`config.mk`:
```
export PLATFORM = sky130hd
export DESIGN_NAME = pwm_bank
export DESIGN_NICKNAME = d
export VERILOG_FILES = /design/src/rtl/pwm_bank_pkg.sv /design/src/rtl/pwm_bank_timebase.sv /design/src/rtl/pwm_bank.sv
export SDC_FILE = /design/constraint.sdc
export NUM_CORES = 1
export LEC_CHECK = 0
export ABC_AREA = 1
export BUFFER_PORTS_ARGS = -buffer_cell sky130_fd_sc_hd__clkbuf_2
export CAP_MARGIN = 30
export CORE_MARGIN = 4
export CORE_UTILIZATION = 50
export CTS_BUF_LIST = sky130_fd_sc_hd__clkbuf_2
export DETAILED_ROUTE_END_ITERATION = 16
export PLACE_DENSITY = 0.74
export SYNTH_ARGS = -nofsm -noshare
export SYNTH_HDL_FRONTEND = slang
export SYNTH_SLANG_ARGS = --single-unit
```
`constraint.sdc`:
```
create_clock -name clk -period 2 [get_ports clk]
set_input_delay 0.1 -clock clk [delete_from_list [all_inputs] [get_ports clk]]
set_output_delay 0.1 -clock clk [all_outputs]
set_load 0.1 [all_outputs]
```
`src/rtl/pwm_bank_pkg.sv`:
```
// pwm_bank_pkg: register-map offsets, duty ceiling and output-mux encoding shared by the PWM bank.
// Offsets are functions of the channel count so every parameterisation shares one map layout.
package pwm_bank_pkg;

  typedef enum logic [1:0] {
    OUT_OFF  = 2'd0,
    OUT_HIGH = 2'd1,
    OUT_PWM  = 2'd2
  } out_sel_e;

  typedef enum int {
    REGION_EN_OUT = 0,
    REGION_EN_PWM = 1,
    REGION_DUTY   = 2
  } region_e;

  // Each enable region is NUM_CH/8 bytes wide, so region n starts at n*NB.
  function automatic int region_base(input int num_ch, input region_e region);
    return int'(region) * (num_ch / 8);
  endfunction

  function automatic int en_out_base(input int num_ch);
    return region_base(num_ch, REGION_EN_OUT);
  endfunction

  function automatic int en_pwm_base(input int num_ch);
    return region_base(num_ch, REGION_EN_PWM);
  endfunction

  function automatic int duty_base(input int num_ch);
    return region_base(num_ch, REGION_DUTY);
  endfunction

  function automatic int duty_max(input int duty_w);
    return (1 << duty_w) - 1;
  endfunction

  function automatic out_sel_e out_select(input logic en_out, input logic en_pwm);
    if (!en_out) return OUT_OFF;
    if (!en_pwm) return OUT_HIGH;
    return OUT_PWM;
  endfunction

  function automatic logic out_mux(input out_sel_e sel, input logic raw);
    case (sel)
      OUT_HIGH: return 1'b1;
      OUT_PWM:  return raw;
      default:  return 1'b0;
    endcase
  endfunction

endpackage

```
`src/rtl/pwm_bank_timebase.sv`:
```
// pwm_timebase: prescaler, shared period counter and period_start pulse for every channel.
// The wrap strobe is exported only when PWM_SHADOW_EN is defined, for the duty shadow load.
module pwm_timebase
  import pwm_bank_pkg::*;
#(
  parameter int DIV    = 13,
  parameter int DUTY_W = 8
) (
  input  logic              clk_i,
  input  logic              rst_ni,
  output logic [DUTY_W-1:0] cnt_o,
  output logic              period_start_o
`ifdef PWM_SHADOW_EN
  ,
  output logic              wrap_o
`endif
);

  localparam int                PRESC_W    = (DIV > 1) ? $clog2(DIV) : 1;
  localparam logic [PRESC_W-1:0] PRESC_LAST = PRESC_W'(DIV - 1);
  localparam logic [DUTY_W-1:0]  MAX        = DUTY_W'(duty_max(DUTY_W));

  logic [PRESC_W-1:0] presc_q, presc_d;
  logic [DUTY_W-1:0]  cnt_q, cnt_d;
  logic               periodStart_q, periodStart_d;
  logic               tick;
  logic               wrap;

  // With DIV=1 the prescaler is pinned at 0 and every cycle is a tick.
  assign tick = (presc_q == PRESC_LAST);
  assign wrap = tick && (cnt_q == MAX);

  always_comb begin
    presc_d       = tick ? '0 : presc_q + PRESC_W'(1);
    cnt_d         = tick ? cnt_q + DUTY_W'(1) : cnt_q;
    periodStart_d = wrap;
  end

  always_ff @(posedge clk_i or negedge rst_ni) begin
    if (!rst_ni) begin
      presc_q       <= '0;
      cnt_q         <= '0;
      periodStart_q <= 1'b0;
    end else begin
      presc_q       <= presc_d;
      cnt_q         <= cnt_d;
      periodStart_q <= periodStart_d;
    end
  end

  assign cnt_o          = cnt_q;
  assign period_start_o = periodStart_q;
`ifdef PWM_SHADOW_EN
  assign wrap_o         = wrap;
`endif

endmodule

```
`src/rtl/pwm_bank.sv`:
```
// pwm_bank: NUM_CH-channel PWM generator with byte-wide enable and duty registers.
// Define PWM_SHADOW_EN to double-buffer duty so new values only apply at period boundaries.
module pwm_bank
  import pwm_bank_pkg::*;
#(
  parameter int NUM_CH = 16,
  parameter int DUTY_W = 8,
  parameter int DIV    = 13,
  parameter int ADDR_W = 7
) (
  input  logic              clk,
  input  logic              rst_n,
  input  logic              wr_en,
  input  logic [ADDR_W-1:0] wr_addr,
  input  logic [7:0]        wr_data,
  input  logic [ADDR_W-1:0] rd_addr,
  output logic [7:0]        rd_data,
  output logic [NUM_CH-1:0] pwm_out,
  output logic              period_start
);

  localparam int                NB          = NUM_CH / 8;
  localparam int                EN_OUT_BASE = en_out_base(NUM_CH);
  localparam int                EN_PWM_BASE = en_pwm_base(NUM_CH);
  localparam int                DUTY_BASE   = duty_base(NUM_CH);
  localparam logic [DUTY_W-1:0] MAX         = DUTY_W'(duty_max(DUTY_W));

  logic [NUM_CH-1:0] enOut_q, enOut_d;
  logic [NUM_CH-1:0] enPwm_q, enPwm_d;
  logic [DUTY_W-1:0] duty_q [NUM_CH];
  logic [DUTY_W-1:0] duty_d [NUM_CH];
  logic [NUM_CH-1:0] pwm_q, pwm_d;
  logic [DUTY_W-1:0] cnt;
  int                wrIdx;
  int                rdIdx;
`ifdef PWM_SHADOW_EN
  logic              wrap;
`endif

  assign wrIdx = int'(wr_addr);
  assign rdIdx = int'(rd_addr);

  // Unmapped write addresses fall through every compare and leave the file untouched.
  always_comb begin
    enOut_d = enOut_q;
    enPwm_d = enPwm_q;
    for (int c = 0; c < NUM_CH; c++) duty_d[c] = duty_q[c];
    if (wr_en) begin
      for (int k = 0; k < NB; k++) begin
        if (wrIdx == EN_OUT_BASE + k) enOut_d[8*k +: 8] = wr_data;
        if (wrIdx == EN_PWM_BASE + k) enPwm_d[8*k +: 8] = wr_data;
      end
      for (int c = 0; c < NUM_CH; c++) begin
        if (wrIdx == DUTY_BASE + c) duty_d[c] = wr_data[DUTY_W-1:0];
      end
    end
  end

  always_ff @(posedge clk or negedge rst_n) begin
    if (!rst_n) begin
      enOut_q <= '0;
      enPwm_q <= '0;
      for (int c = 0; c < NUM_CH; c++) duty_q[c] <= '0;
    end else begin
      enOut_q <= enOut_d;
      enPwm_q <= enPwm_d;
      for (int c = 0; c < NUM_CH; c++) duty_q[c] <= duty_d[c];
    end
  end

  always_comb begin
    rd_data = 8'h00;
    for (int k = 0; k < NB; k++) begin
      if (rdIdx == EN_OUT_BASE + k) rd_data = enOut_q[8*k +: 8];
      if (rdIdx == EN_PWM_BASE + k) rd_data = enPwm_q[8*k +: 8];
    end
    for (int c = 0; c < NUM_CH; c++) begin
      if (rdIdx == DUTY_BASE + c) rd_data = 8'(duty_q[c]);
    end
  end

  pwm_timebase #(
    .DIV    (DIV),
    .DUTY_W (DUTY_W)
  ) u_timebase (
    .clk_i          (clk),
    .rst_ni         (rst_n),
    .cnt_o          (cnt),
    .period_start_o (period_start)
`ifdef PWM_SHADOW_EN
    ,
    .wrap_o         (wrap)
`endif
  );

  for (genvar ch = 0; ch < NUM_CH; ch++) begin : g_ch
    logic [DUTY_W-1:0] activeDuty;
    logic              raw;
`ifdef PWM_SHADOW_EN
    // Loading from duty_d lets a write landing on the wrap tick join the new period.
    logic [DUTY_W-1:0] shadow_q;
    always_ff @(posedge clk or negedge rst_n) begin
      if (!rst_n)    shadow_q <= '0;
      else if (wrap) shadow_q <= duty_d[ch];
    end
    assign activeDuty = shadow_q;
`else
    assign activeDuty = duty_q[ch];
`endif
    // Full-scale duty is forced high so 100% really has no low tick per period.
    assign raw       = (activeDuty == MAX) || (cnt < activeDuty);
    assign pwm_d[ch] = out_mux(out_select(enOut_q[ch], enPwm_q[ch]), raw);
  end

  always_ff @(posedge clk or negedge rst_n) begin
    if (!rst_n) pwm_q <= '0;
    else        pwm_q <= pwm_d;
  end

  assign pwm_out = pwm_q;

endmodule

```
==> results of run 1 <==
## where the power goes
part / internal [mW] / switching (mW)
combinational: 0.578 / 1.05
sequential: 4.12 / 0.256
clock: 0.606 / 1.45
## synthesized netlist by cell type (2+ instances only)
| library cell | number | area [um^2] |
|---|---|---|
| inv_1 | 206 | 773 |
| nor3_1 | 8 | 40.0 |
| o211a_1 | 2 | 20.0 |
| nand2_2 | 5 | 31.3 |
| dfrtp_1 | 189 | 4730 |
| nand2_1 | 394 | 1480 |
| nor4_1 | 24 | 150 |
| nor2_1 | 52 | 195 |
| o21a_1 | 2 | 15.0 |
| nand3_1 | 28 | 140 |
| nand2_4 | 2 | 22.5 |
| nor2_4 | 5 | 56.3 |
| buf_2 | 4 | 20.0 |
| o211ai_1 | 16 | 120 |
| nor3b_1 | 2 | 15.0 |
| clkbuf_1 | 34 | 128 |
| o21ai_0 | 167 | 836 |
| o221ai_1 | 7 | 61.3 |
| xnor2_1 | 3 | 26.3 |
| o21ai_1 | 15 | 75.1 |
| a21boi_0 | 11 | 82.6 |
| a31oi_1 | 12 | 75.1 |
| nor3_2 | 2 | 20.0 |
| a21o_1 | 7 | 52.6 |
| ha_1 | 115 | 1440 |
| clkinv_1 | 2 | 7.51 |
| inv_2 | 11 | 41.3 |
| nand4_1 | 48 | 300 |
| a21oi_1 | 58 | 290 |
| xor2_1 | 6 | 52.6 |
| nor2_2 | 9 | 56.3 |
## repair_timing
item                       CTS  global route
setup buffers               14             2
resized for setup           29            10
pin swaps                   25            26
hold buffers                25             0
setup endpoints to repair    8             9
hold endpoints to repair   349             0
## cell families (layout without fill, tap and decap cells)
family / count (synthesis) / after routing / synth area share [%]
other cells: 0 / 1 / 0
buf+inv: 258 / 431 / 8.57
flops: 189 / 189 / 41.5
fa+ha+maj: 115 / 115 / 12.6
simple gates: 582 / 582 / 22.3
compound gates: 298 / 298 / 14.3
xor+xnor: 9 / 9 / 0.692
## final cells by class
type | instances | area [um^2]
Sequential cell | 189 | 4730
Fill cell | 1920 | 8570
Inverter | 219 | 847
Clock buffer | 18 | 90.1
Antenna cell | 1 | 2.50
Clock inverter | 14 | 158
Multi-Input combinational cell | 1004 | 5810
Timing Repair Buffer | 180 | 1540
Tap cell | 280 | 350
## state kept, by name, summed over array words and instances, names as in the netlist
name                       flops
g_ch.activeDuty              128
enOut_q                       16
enPwm_q                       16
pwm_out                       16
u_timebase.cnt_o               8
u_timebase.presc_q             4
u_timebase.period_start_o      1
## critical path, stage by stage (launching register included)
cell	delay [ns]
dfrtp_1	0.48
nand3_2	0.10
nand3_1	0.08
nor2_1	0.12
nand4_1	0.14
nand2_1	0.10
nand3_1	0.08
nand2_1	0.10
nand3_2	0.08
nand2_2	0.07
nand4_1	0.13
nor2_2	0.20
nand3_2	0.12
buf_12	0.18
## through the flow
stage | worst slack [ns] | instance area, um^2 | std cells | hold slack, ns
finish | -0.897 | 13500 | 1905 | 0.0983
global route | -1.01 | 13500 | 1905 | 0.102
CTS | -0.868 | 13500 | 1902 | 0.0335
detailed placement | -0.294 | 12800 | 1831 | 0.0974
global placement | -0.301 | 12800 | 1831 | 0.0920
floorplan | -0.104 | 11400 | 1451 | -0.196
## final timing paths
kind | startpoint | endpoint | slack (ns) | depth (start not counted)
hold reg to reg | g_ch[5].activeDuty[3]$_DFFE_PN0P_ | g_ch[5].activeDuty[3]$_DFFE_PN0P_ | 0.52 | 2
hold / removal | wr_addr[4] | enOut_q[9]$_DFFE_PN0P_ | 0.1 | 7
setup / recovery | enOut_q[9]$_DFFE_PN0P_ | rd_data[1] | -0.90 | 13
max in group asynchronous | rst_n | enOut_q[7]$_DFFE_PN0P_ | 1.33 | 4
min in group asynchronous | rst_n | g_ch[6].activeDuty[1]$_DFFE_PN0P_ | 0.41 | 4
setup reg to reg | u_timebase.cnt_o[1]$_DFFE_PN0P_ | pwm_out[9]$_DFF_PN0_ | 0.09 | 8
## per-layer routing
metal	vias up	part of all wire (%)	routed length [um]
met1	4990	44	15800
met5	-	0	0
met2	477	45	16200
met4	0	3.9	1420
li1	5129	-	-
met3	111	7.6	2740
==> impl_metrics.ini, run 1 <==
[pwr]
peakVddDrop_uv = 328
leakage_nw = 6.40
power.density_nw_per_um2 = 595
power_mw = 8.05

[global_routing]
antenna_found_initial = 1
grt_start_max_net_pins = 50
grt.total_usage_pct = 28.6
use_met1_pct = 40.2
grt_pass1_vias = 10300
grt_busiest_layer = met2
use_met3_pct = 3.91
globalRouteMet2Util_pct = 44.8
grt_pass1_wl_mm = 56.8
grt_overflow = 0

[hold_path]
hp-class = input pin to register

[layout]
final_common_cell = nand2_1
fin_nets = 1751
finish.utilization_pct = 61.2
layout_common_cells = nand2_1 (380), inv_1 (200), dfrtp_1 (188)
syn2layout_area_growth_pct = 18.7
drive_gt1_share_pct = 16.3

[sta]
rsz0062_at_grt = true
period_share_pct = 145
worst_slack_ns = -0.897
hold_viol = 0
setup_violations = 8
slew_headroom_pct = 63.3
tns_ns = -6.03
min_period_ns = 2.90
maxSlewViolCount = 0
worst_pin_slew_ns = 0.552
max_freq_mhz = 345
skew_ns = 0.0414

[clocking]
htree_levels = 4
numCtsBuffers = 17
clockBufferDepth = 2
cts_tree = built
cts_root_buffer = clkbuf_2
clock_latency_ns = 0.81
clkTransAtPathRegs_ns = 0.29
clkSinkCount = 189

[yosys]
synth_cells = 1451
syn_nets = 1591
syn_area_um2 = 11400
synth_ff_type = dfrtp_1
ys_async_sr_fraction_pct = 100
synth-edff-count = 0
synth.distinct_cells = 36
yosysWarnings = 0
ys_seq_elements = 189
avgSynthCellArea_um2 = 7.85
ys_seq_area_share_pct = 41.5

[worst_setup_path]
cp-end-kind = primary output
cp-start-kind = register
crit_fanout = 2
worst-setup-path-type = register to primary output
cp.required_ns = 1.90
arrival_ns = 2.80

[floorplan]
die_w_um = 159
top_level_ports = 50
die_h_um = 159
row_count = 54
die_area_um2 = 25300
start_util_pct = 51.6
core_um2 = 22100

[flow_run]
drv_cap = 0

[placed_design]
gp_congestion = 0.983
port-buffer-count = 49
dp_hpwl_mm = 26.0

[route]
ant_nets = 0
first_pass_iters = 6
drt_iter0_markers = 1027
drc_errors = 0
vias = 10700
vias_per_cell = 5.62
wl_per_cell_um = 19.0
wl_mm = 36.2

[run_status]
violations = negative setup slack
status = finished, violations left
Note: power is estimated with default switching activity, not from simulation.
==> inputs of run 2 (changes only) <==
--- a/config.mk
+++ b/config.mk
@@ -9,10 +9,10 @@
 export BUFFER_PORTS_ARGS = -buffer_cell sky130_fd_sc_hd__clkbuf_2
 export CAP_MARGIN = 30
 export CORE_MARGIN = 4
-export CORE_UTILIZATION = 50
+export CORE_UTILIZATION = 53
 export CTS_BUF_LIST = sky130_fd_sc_hd__clkbuf_2
 export DETAILED_ROUTE_END_ITERATION = 16
-export PLACE_DENSITY = 0.74
+export PLACE_DENSITY = 0.77
 export SYNTH_ARGS = -nofsm -noshare
 export SYNTH_HDL_FRONTEND = slang
 export SYNTH_SLANG_ARGS = --single-unit
==> run 2 against run 1 <==
  * The run ends with negative hold slack, negative setup slack left
  * Clock-buffer cell count up 1
  * Cell count grew 0.47%
  * Worst setup slack improved by 0.047 ns
  * Critical path type unchanged
  * Critical endpoint unchanged
  * Combinational power about the same
  * Global-route usage is 1.9 points higher
  * Worst hold slack got worse by 0.12 ns
  * Core utilization increased by 3.2 points
  * Routed wire length decreased by 0.59%
  * Clock skew increased by 0.011 ns
  * Clock power about the same
  * Register-to-register slack gained 0.03 ns
  * Largest cell class unchanged
==> impl_metrics.ini, run 2 (synthesis results as in run 1) <==
[floorplan]
row_count = 53
die_h_um = 155
top_level_ports = 50
core_um2 = 21100
die_area_um2 = 23900
die_w_um = 155
start_util_pct = 54.0

[pwr]
leakage_nw = 6.47
peakVddDrop_uv = 483
power.density_nw_per_um2 = 596
power_mw = 8.09

[sta]
min_period_ns = 2.85
slew_headroom_pct = 62.8
worst_slack_ns = -0.850
worst_pin_slew_ns = 0.561
tns_ns = -6.06
skew_ns = 0.0523
maxSlewViolCount = 0
setup_violations = 8
max_freq_mhz = 351
holdWs_ns = -0.0243
period_share_pct = 142
rsz0062_at_grt = true
hold_viol = 3

[route]
vias_per_cell = 5.67
vias = 10900
drc_errors = 0
wl_mm = 36.0
ant_nets = 0
first_pass_iters = 6
drt_iter0_markers = 1117
wl_per_cell_um = 18.8

[worst_setup_path]
worst-setup-path-type = register to primary output
critical-path-slowest-cell = dfrtp_1
crit_family = simple AND/OR/NAND/NOR gates
cp_cell_sequence = nand3_1 -> nand3_1 -> nor2_2 -> nand4_1 -> nand2_1 -> nand3_2 -> nand2_2 -> nand3_2 -> nand2_2 -> nand4_1 -> nor2_2 -> nand3_2 -> buf_12
crit_fanout = 2
arrival_ns = 2.75
cp-start-kind = register
crit_path_frequent_cell = nand3_2
cp-end-kind = primary output
max_stage_delay_ns = 0.46
cp_num_buf_inv = 1
cp.required_ns = 1.90

[layout]
final_common_cell = nand2_1
fin_nets = 1764
layout_common_cells = nand2_1 (384), inv_1 (201), dfrtp_1 (189)
nFillCells = 1821
stdcell_count = 1914
finish.utilization_pct = 64.4
drive_gt1_share_pct = 16.0
design_area_um2 = 13600
syn2layout_area_growth_pct = 19.2
largest_reg_flops = 128

[clocking]
clockBufferDepth = 2
clkTransAtPathRegs_ns = 0.29
clock_latency_ns = 0.79
cts_tree = built
numCtsBuffers = 17
cts_root_buffer = clkbuf_2
clkSinkCount = 189
htree_levels = 4

[placed_design]
dp_hpwl_mm = 26.1
placed_area_um2 = 12800
dp_cells = 1835
post-place-ws_ns = -0.318
gp_congestion = 0.992
port-buffer-count = 49

[run_status]
status = finished, violations left
violations = negative hold slack, negative setup slack

[flow_run]
drv_cap = 0

[global_routing]
grt_pass1_vias = 10400
grt.total_usage_pct = 30.6
grt_start_max_net_pins = 60
grt_pass1_wl_mm = 57.0
grt_overflow = 0
antenna_found_initial = 1

[hold_path]
hp-class = input pin to register
-- run 2: metal layers --
metal	global-route usage [%]	wire length [um]	vias up
met5	0	0	-
met4	10.5	1250	0
met3	4.62	3320	108
met2	48.5	16200	501
met1	43.1	15200	5117
li1	-	-	5135
-- run 2: cell type report --
class	instances	area, um^2	area share, %
antenna	3	7.51	0.0553
clock buffer	19	95.1	0.700
clock inverter	12	159	1.17
inverter	219	851	6.26
multi-input combinational	1004	5780	42.6
sequential	189	4730	34.8
tap	275	344	2.53
timing repair buffer	193	1620	11.9
-- run 2: worst paths after layout --
kind	from	endpoint	slack, ns	depth (start not counted)
worst max-delay path	enOut_q[9]$_DFFE_PN0P_	rd_data[1]	-0.85	13
worst min-delay path	wr_addr[5]	g_ch[13].activeDuty[0]$_DFFE_PN0P_	-0.02	8
worst max register to register	u_timebase.cnt_o[1]$_DFFE_PN0P_	pwm_out[6]$_DFF_PN0_	0.12	8
worst min register to register	enOut_q[13]$_DFFE_PN0P_	enOut_q[13]$_DFFE_PN0P_	0.52	2
max in group asynchronous	rst_n	g_ch[15].activeDuty[5]$_DFFE_PN0P_	1.11	5
min in group asynchronous	rst_n	g_ch[5].activeDuty[0]$_DFFE_PN0P_	0.30	4
-- run 2: timing repair --
| action | in CTS | in global routing |
|---|---|---|
| endpoints found under the hold margin | 349 | 2 |
| gates resized for setup | 20 | 10 |
| hold buffers | 28 | 3 |
| gates cloned | 0 | 0 |
| pin swaps | 18 | 15 |
| endpoints found under the setup margin | 8 | 32 |
| setup buffers | 11 | 4 |
-- run 2: worst min-delay path, stage by stage --
cell      delay [ns]
clkbuf_2        0.07
inv_1           0.03
nand2_1         0.08
nor3b_1         0.09
nand3_1         0.07
buf_4           0.18
nand2_1         0.06
o21ai_0         0.07
-- run 2: power by group --
part / total [mW] / internal, mW / switching [mW]
logic: 1.63 / 0.585 / 1.05
clock network: 2.08 / 0.715 / 1.37
registers: 4.38 / 4.11 / 0.264
total: 8.09 / 5.41 / 2.68
